<file path="src/rtl/handshake_constant_fork_pkg.sv">
// Shared handshake definitions: counter width and constant fitting helper.
// Used by handshake_constant_fork; see HANDSHAKE_CONST_FORK_PERF_CNT_EN there.
package handshake_constant_fork_pkg;

    localparam int PERF_CNT_WIDTH  = 32;
    localparam int CONST_MAX_WIDTH = 256;

    // Zero-extends or truncates a constant to the requested width.
    function automatic logic [CONST_MAX_WIDTH-1:0] fit_const(
        input logic [CONST_MAX_WIDTH-1:0] value,
        input int                         width
    );
        logic [CONST_MAX_WIDTH-1:0] r;
        r = '0;
        for (int i = 0; i < CONST_MAX_WIDTH; i++) begin
            if (i < width) r[i] = value[i];
        end
        return r;
    endfunction

endpackage

</file>
<file path="src/rtl/handshake_fork_slot.sv">
// One eager-fork output slot: remembers whether this channel already took
// the copy belonging to the current control token.
module handshake_fork_slot (
    input  logic clk,
    input  logic rst,
    input  logic valid,
    input  logic ready,
    input  logic retire,
    output logic valid_out,
    output logic done
);

    logic sent_q;
    logic sent_d;

    assign valid_out = valid & ~sent_q;
    assign done      = sent_q | (valid_out & ready);

    always_comb begin
        sent_d = sent_q;
        if (retire) begin
            sent_d = 1'b0;
        end else if (valid) begin
            sent_d = done;
        end
    end

    always_ff @(posedge clk) begin
        if (rst) begin
            sent_q <= 1'b0;
        end else begin
            sent_q <= sent_d;
        end
    end

endmodule

</file>
<file path="src/rtl/handshake_constant_fork.sv">
// Constant source with built-in eager fork: one copy per channel per token.
// Optional transfer counter under HANDSHAKE_CONST_FORK_PERF_CNT_EN.
module handshake_constant_fork
    import handshake_constant_fork_pkg::*;
#(
    parameter int                         DATA_WIDTH = 32,
    parameter logic [CONST_MAX_WIDTH-1:0] VALUE      = '0,
    parameter int                         NUM_OUTS   = 2
) (
    input  logic                      clk,
    input  logic                      rst,
    input  logic                      ctrl_valid,
    output logic                      ctrl_ready,
    output logic [DATA_WIDTH-1:0]     outs,
    output logic [NUM_OUTS-1:0]       outs_valid,
    input  logic [NUM_OUTS-1:0]       outs_ready
`ifdef HANDSHAKE_CONST_FORK_PERF_CNT_EN
   ,output logic [PERF_CNT_WIDTH-1:0] perf_count
`endif
);

    localparam logic [CONST_MAX_WIDTH-1:0] CONST_FIT = fit_const(VALUE, DATA_WIDTH);

    logic [NUM_OUTS-1:0] done;
    logic                retire;

    assign outs       = CONST_FIT[DATA_WIDTH-1:0];
    assign ctrl_ready = &done;
    assign retire     = ctrl_valid & ctrl_ready;

    for (genvar g = 0; g < NUM_OUTS; g++) begin : g_slot
        handshake_fork_slot u_slot (
            .clk       (clk),
            .rst       (rst),
            .valid     (ctrl_valid),
            .ready     (outs_ready[g]),
            .retire    (retire),
            .valid_out (outs_valid[g]),
            .done      (done[g])
        );
    end

`ifdef HANDSHAKE_CONST_FORK_PERF_CNT_EN
    logic [PERF_CNT_WIDTH-1:0] perf_q;
    logic [PERF_CNT_WIDTH-1:0] perf_d;

    // Free-running wrap; no saturation.
    always_comb begin
        perf_d = perf_q + PERF_CNT_WIDTH'(retire);
    end

    always_ff @(posedge clk) begin
        if (rst) begin
            perf_q <= '0;
        end else begin
            perf_q <= perf_d;
        end
    end

    assign perf_count = perf_q;
`endif

endmodule

</file>
<file path="config.mk">
export PLATFORM = sky130hd
export DESIGN_NAME = handshake_constant_fork
export DESIGN_NICKNAME = d
export VERILOG_FILES = /design/src/rtl/handshake_constant_fork_pkg.sv /design/src/rtl/handshake_fork_slot.sv /design/src/rtl/handshake_constant_fork.sv
export SDC_FILE = /design/constraint.sdc
export NUM_CORES = 1
export LEC_CHECK = 0
export CAP_MARGIN = 15
export CORE_MARGIN = 2
export CORE_UTILIZATION = 26
export DETAILED_ROUTE_END_ITERATION = 6
export PLACE_DENSITY = 0.88
export SYNTH_ARGS = -nofsm -noshare
export SYNTH_HDL_FRONTEND = slang
export SYNTH_SLANG_ARGS = --single-unit
</file>
<file path="constraint.sdc">
create_clock -name clk -period 0.8 [get_ports clk]
set_input_delay 0.08 -clock clk [delete_from_list [all_inputs] [get_ports clk]]
set_output_delay 0.08 -clock clk [all_outputs]
set_load 0.03 [all_outputs]
</file>
* Word-level counts from Yosys, hierarchy flattened
Index checks and enable logic that the tools add are counted.
** Storage, ports and cells
- Output and inout port bits :: 35
- Register bits :: 2
- Input bits :: 5
** Cells by class
- Reduce and logical (&&, ||, !) cells :: 2
- Bitwise operators :: 9
** Operators with widths (count)
- 1-bit AND :: 5
- 1-bit NOT :: 2
- 1-bit OR :: 2
- 2-bit AND reduction :: 1
- 2-bit OR reduction :: 1

* Depth between registers and ports, before layout
- Word-level depth :: 7
- Gate-level depth with buffers :: 2
- Mapped depth without buffers :: 2

* By module
From an unflattened synthesis, not the netlist that was laid out.
** Unflattened totals
- Cells, all modules :: 43
- Area, all modules :: 349.1 um2
** By module, submodules not included
- handshake_constant_fork :: area an instance 256.5 um2, cells each 35, seq. area each 0.0 um2, times used 1
- handshake_fork_slot :: area an instance 46.3 um2, cells each 4, seq. area each 20.0 um2, times used 2

* Worst setup path after synthesis
OpenSTA, ideal clock, no wires.
- Kind :: register to output
- From :: reg g_slot[0].u_slot.sent_q
- To :: out ctrl_ready
- Path slack :: -0.079 ns
- Data arrival time :: 0.799 ns
- Stages on the path, launching flop included :: 3
- Required time :: 0.720 ns
- Cell sequence :: dfxtp_1 a21oi_1 nor2_1
** Between the ends
- Cells in the longest elaborated chain, start to end :: 5
** Ends and longest elaborated chain
- from (decl) :: RTL line handshake_fork_slot.sv:13 : logic sent_q;
- from (signal assigned) :: RTL line handshake_fork_slot.sv:32 : sent_q <= sent_d;
- 1-bit NOT :: RTL line handshake_fork_slot.sv:16 : assign valid_out = valid & ~sent_q;
- 1-bit AND :: RTL line handshake_fork_slot.sv:16
- 1-bit AND :: RTL line handshake_fork_slot.sv:17 : assign done = sent_q | (valid_out & ready);
- 1-bit OR * :: RTL line handshake_fork_slot.sv:17
- 2-bit AND reduction * :: RTL line handshake_constant_fork.sv:28 : assign ctrl_ready = &done;
- to (decl) :: RTL line handshake_constant_fork.sv:13 : output logic ctrl_ready,
Mark *: on every way between the ends. The rest lies on a longest branch, timed or not.

* Final worst setup path
- From :: reg g_slot[1].u_slot.sent_q
- To :: out ctrl_ready
** Between the ends
- Cells in the longest elaborated chain, start to end :: 5
** Ends and longest elaborated chain (RTL line)
- from (decl) :: handshake_fork_slot.sv:13
- from (signal assigned) :: handshake_fork_slot.sv:32
- 1-bit NOT :: handshake_fork_slot.sv:16
- 1-bit AND :: handshake_fork_slot.sv:16
- 1-bit AND :: handshake_fork_slot.sv:17
- 1-bit OR * :: handshake_fork_slot.sv:17
- 2-bit AND reduction * :: handshake_constant_fork.sv:28
Marks and branches as above.

==> results.json <==
{
  "rsz0062_at_grt": "yes",
  "hold_violations": 0,
  "die_h_um": 40.7,
  "synth-seq-area-share_pct": 11.4,
  "path_clk_slew_ps": 30,
  "worstPathMaxFanout": 3,
  "clock_path_buffers": 2,
  "clk_latency_ps": 220,
  "die_w_um": 40.7,
  "synth_area_um2": 350,
  "routed_wl_um": 510,
  "ant_nets": 0,
  "io_buffers": 7,
  "start_util_pct": 27.3,
  "grt_pass1_vias": 190,
  "grt_max_degree": 6,
  "vdd_ir_drop_max_mv": 0.345,
  "start_kind": "flip-flop",
  "antenna_found_initial": 0,
  "violations": "setup timing",
  "drt_iter0_drc": 0,
  "placed_cells": 66,
  "synth_cell_types": 8,
  "layout_min_cycle_time_ps": 957,
  "vias": 219,
  "maxSlewViolCount": 0,
  "crit_start": "g_slot[1].u_slot.sent_q",
  "core_area_um2": 1280,
  "n_antenna_cell": 0,
  "worstHoldStart": "outs_ready[1]",
  "largest_reg_flops": 2,
  "tns_ps": -361,
  "h-tree-depth": 1,
  "boundaryPins": 40,
  "grtUsageTotal_pct": 7.19,
  "nets": 63,
  "grt_overflow": 0,
  "outcome": "finished, violations left",
  "reg_top3": "g_slot.u_slot.sent_q (2)",
  "drc": 0,
  "gp_congestion": 0.459,
  "viasPerCell": 3.08,
  "power_uw": 645,
  "p_per_area_nw_per_um2": 1780,
  "drive_gt1_share_pct": 26.8,
  "root_buffer": "clkbuf_4",
  "wire_per_inst_um": 7.18,
  "ys_ff_latch": 2,
  "holdBufCountCts": 0,
  "cp-end-kind": "output pin",
  "cap_viol_max_count": 0,
  "largest_register": "g_slot.u_slot.sent_q",
  "drt_first_pass_iters": 1,
  "setup_slack_ps": -157,
  "hold_path_class": "input port to flip-flop",
  "setup_viol": 3,
  "cts_made_buffers": 3,
  "postSynthAreaPerCell_um2": 7.62,
  "syn_to_final_growth_pct": 3.57,
  "stdcell_count": 71,
  "fmax_mhz": 1040,
  "die_area_um2": 1660,
  "rows": 13,
  "cts.sinks": 2,
  "cts_tree": "done",
  "dpl.hpwl_um": 357,
  "arrival_ps": 880,
  "critPathRequiredTime_ps": 720,
  "skew_ps": 1.14,
  "synth_cells": 46,
  "p_leak_nw": 0.204,
  "yosysWarnings": 0,
  "critical_path_class": "flip-flop to output pin",
  "reg2reg_from": "g_slot[0].u_slot.sent_q",
  "fin_crit_sh_pct": 120,
  "grt_pass1_wl_um": 621
}
## critical path: stages (launching register included)
cell and delay, ps:
dfxtp_2 320, a21oi_2 140, nor2_2 60, buf_6 130
## worst paths after layout
kind                            slack (ps)  cells past startpoint                       to
worst min register to register         540                      2  g_slot[0].u_slot.sent_q
worst max-delay path                  -160                      3               ctrl_ready
worst min-delay path                   300                      3  g_slot[0].u_slot.sent_q
worst max register to register          30                      3  g_slot[0].u_slot.sent_q
## cells in the mapped netlist
library cell	n	area, um2
nor3_1	2	10.0
dfxtp_1	2	40.0
nor2b_1	2	12.5
a21oi_1	2	10.0
nor2_1	1	3.75
o21a_1	2	15.0
buf_4	34	255
conb_1	1	3.75
## layout by cell type (no fill, tap or decap)
master | synthesis | final
a21oi_2 | 0 | 1
a21oi_4 | 0 | 1
buf_4 | 34 | 5
buf_6 | 0 | 1
clkbuf_4 | 0 | 3
clkdlybuf4s50_1 | 0 | 1
conb_1 | 1 | 32
dfxtp_2 | 0 | 2
dlygate4sd2_1 | 0 | 3
nor2_2 | 0 | 1
nor2b_1 | 2 | 2
nor3_1 | 2 | 1
nor3_2 | 0 | 1
o21a_1 | 2 | 2
## what timing repair did
action | 4_1_cts | 5_1_grt
pin swaps | 1 | 2
endpoints found under the setup margin | 3 | 5
buffers inserted | 2 | 1
gates resized for setup | 8 | 2
cloned | 0 | 0
## routing by layer
layer | global-route usage, % | share of wire (%)
met1 | 1.94 | 24
met2 | 14.7 | 64
met3 | 3.26 | 12
met4 | 12.5 | 0
met5 | 0 | 0
## kinds of logic after synthesis
logic type	count (synthesis)	synth area share [%]
DFF	2	11.4
buffers and inverters	34	72.9
AOI/OAI and AO/OA	4	7.14
and+or+nand+nor	5	7.50
other	1	1.07
## final cells by class
class,instances,area [um2]
fill,148,922
multi-input combinational,41,194
timing repair buffer,10,85.1
sequential,2,42.5
clock buffer,3,22.5
tap,15,18.8
## per-stage QoR
stage,instance area (um2),hold WS [ps],setup slack (ps),util [%]
3_5_place_dp,303,557,-273,23.6
6_report,363,295,-157,28.2
3_3_place_gp,303,538,-271,23.6
4_1_cts,350,279,-153,27.3
2_1_floorplan,469,157,41.1,-
5_1_grt,363,315,-197,28.2
## power breakdown
group	switching (mW)	internal [mW]
Combinational	0.253	0.0567
Sequential	0.00643	0.108
Clock	0.0554	0.165
Total	0.315	0.330
Power figures use the tool's default switching activity.
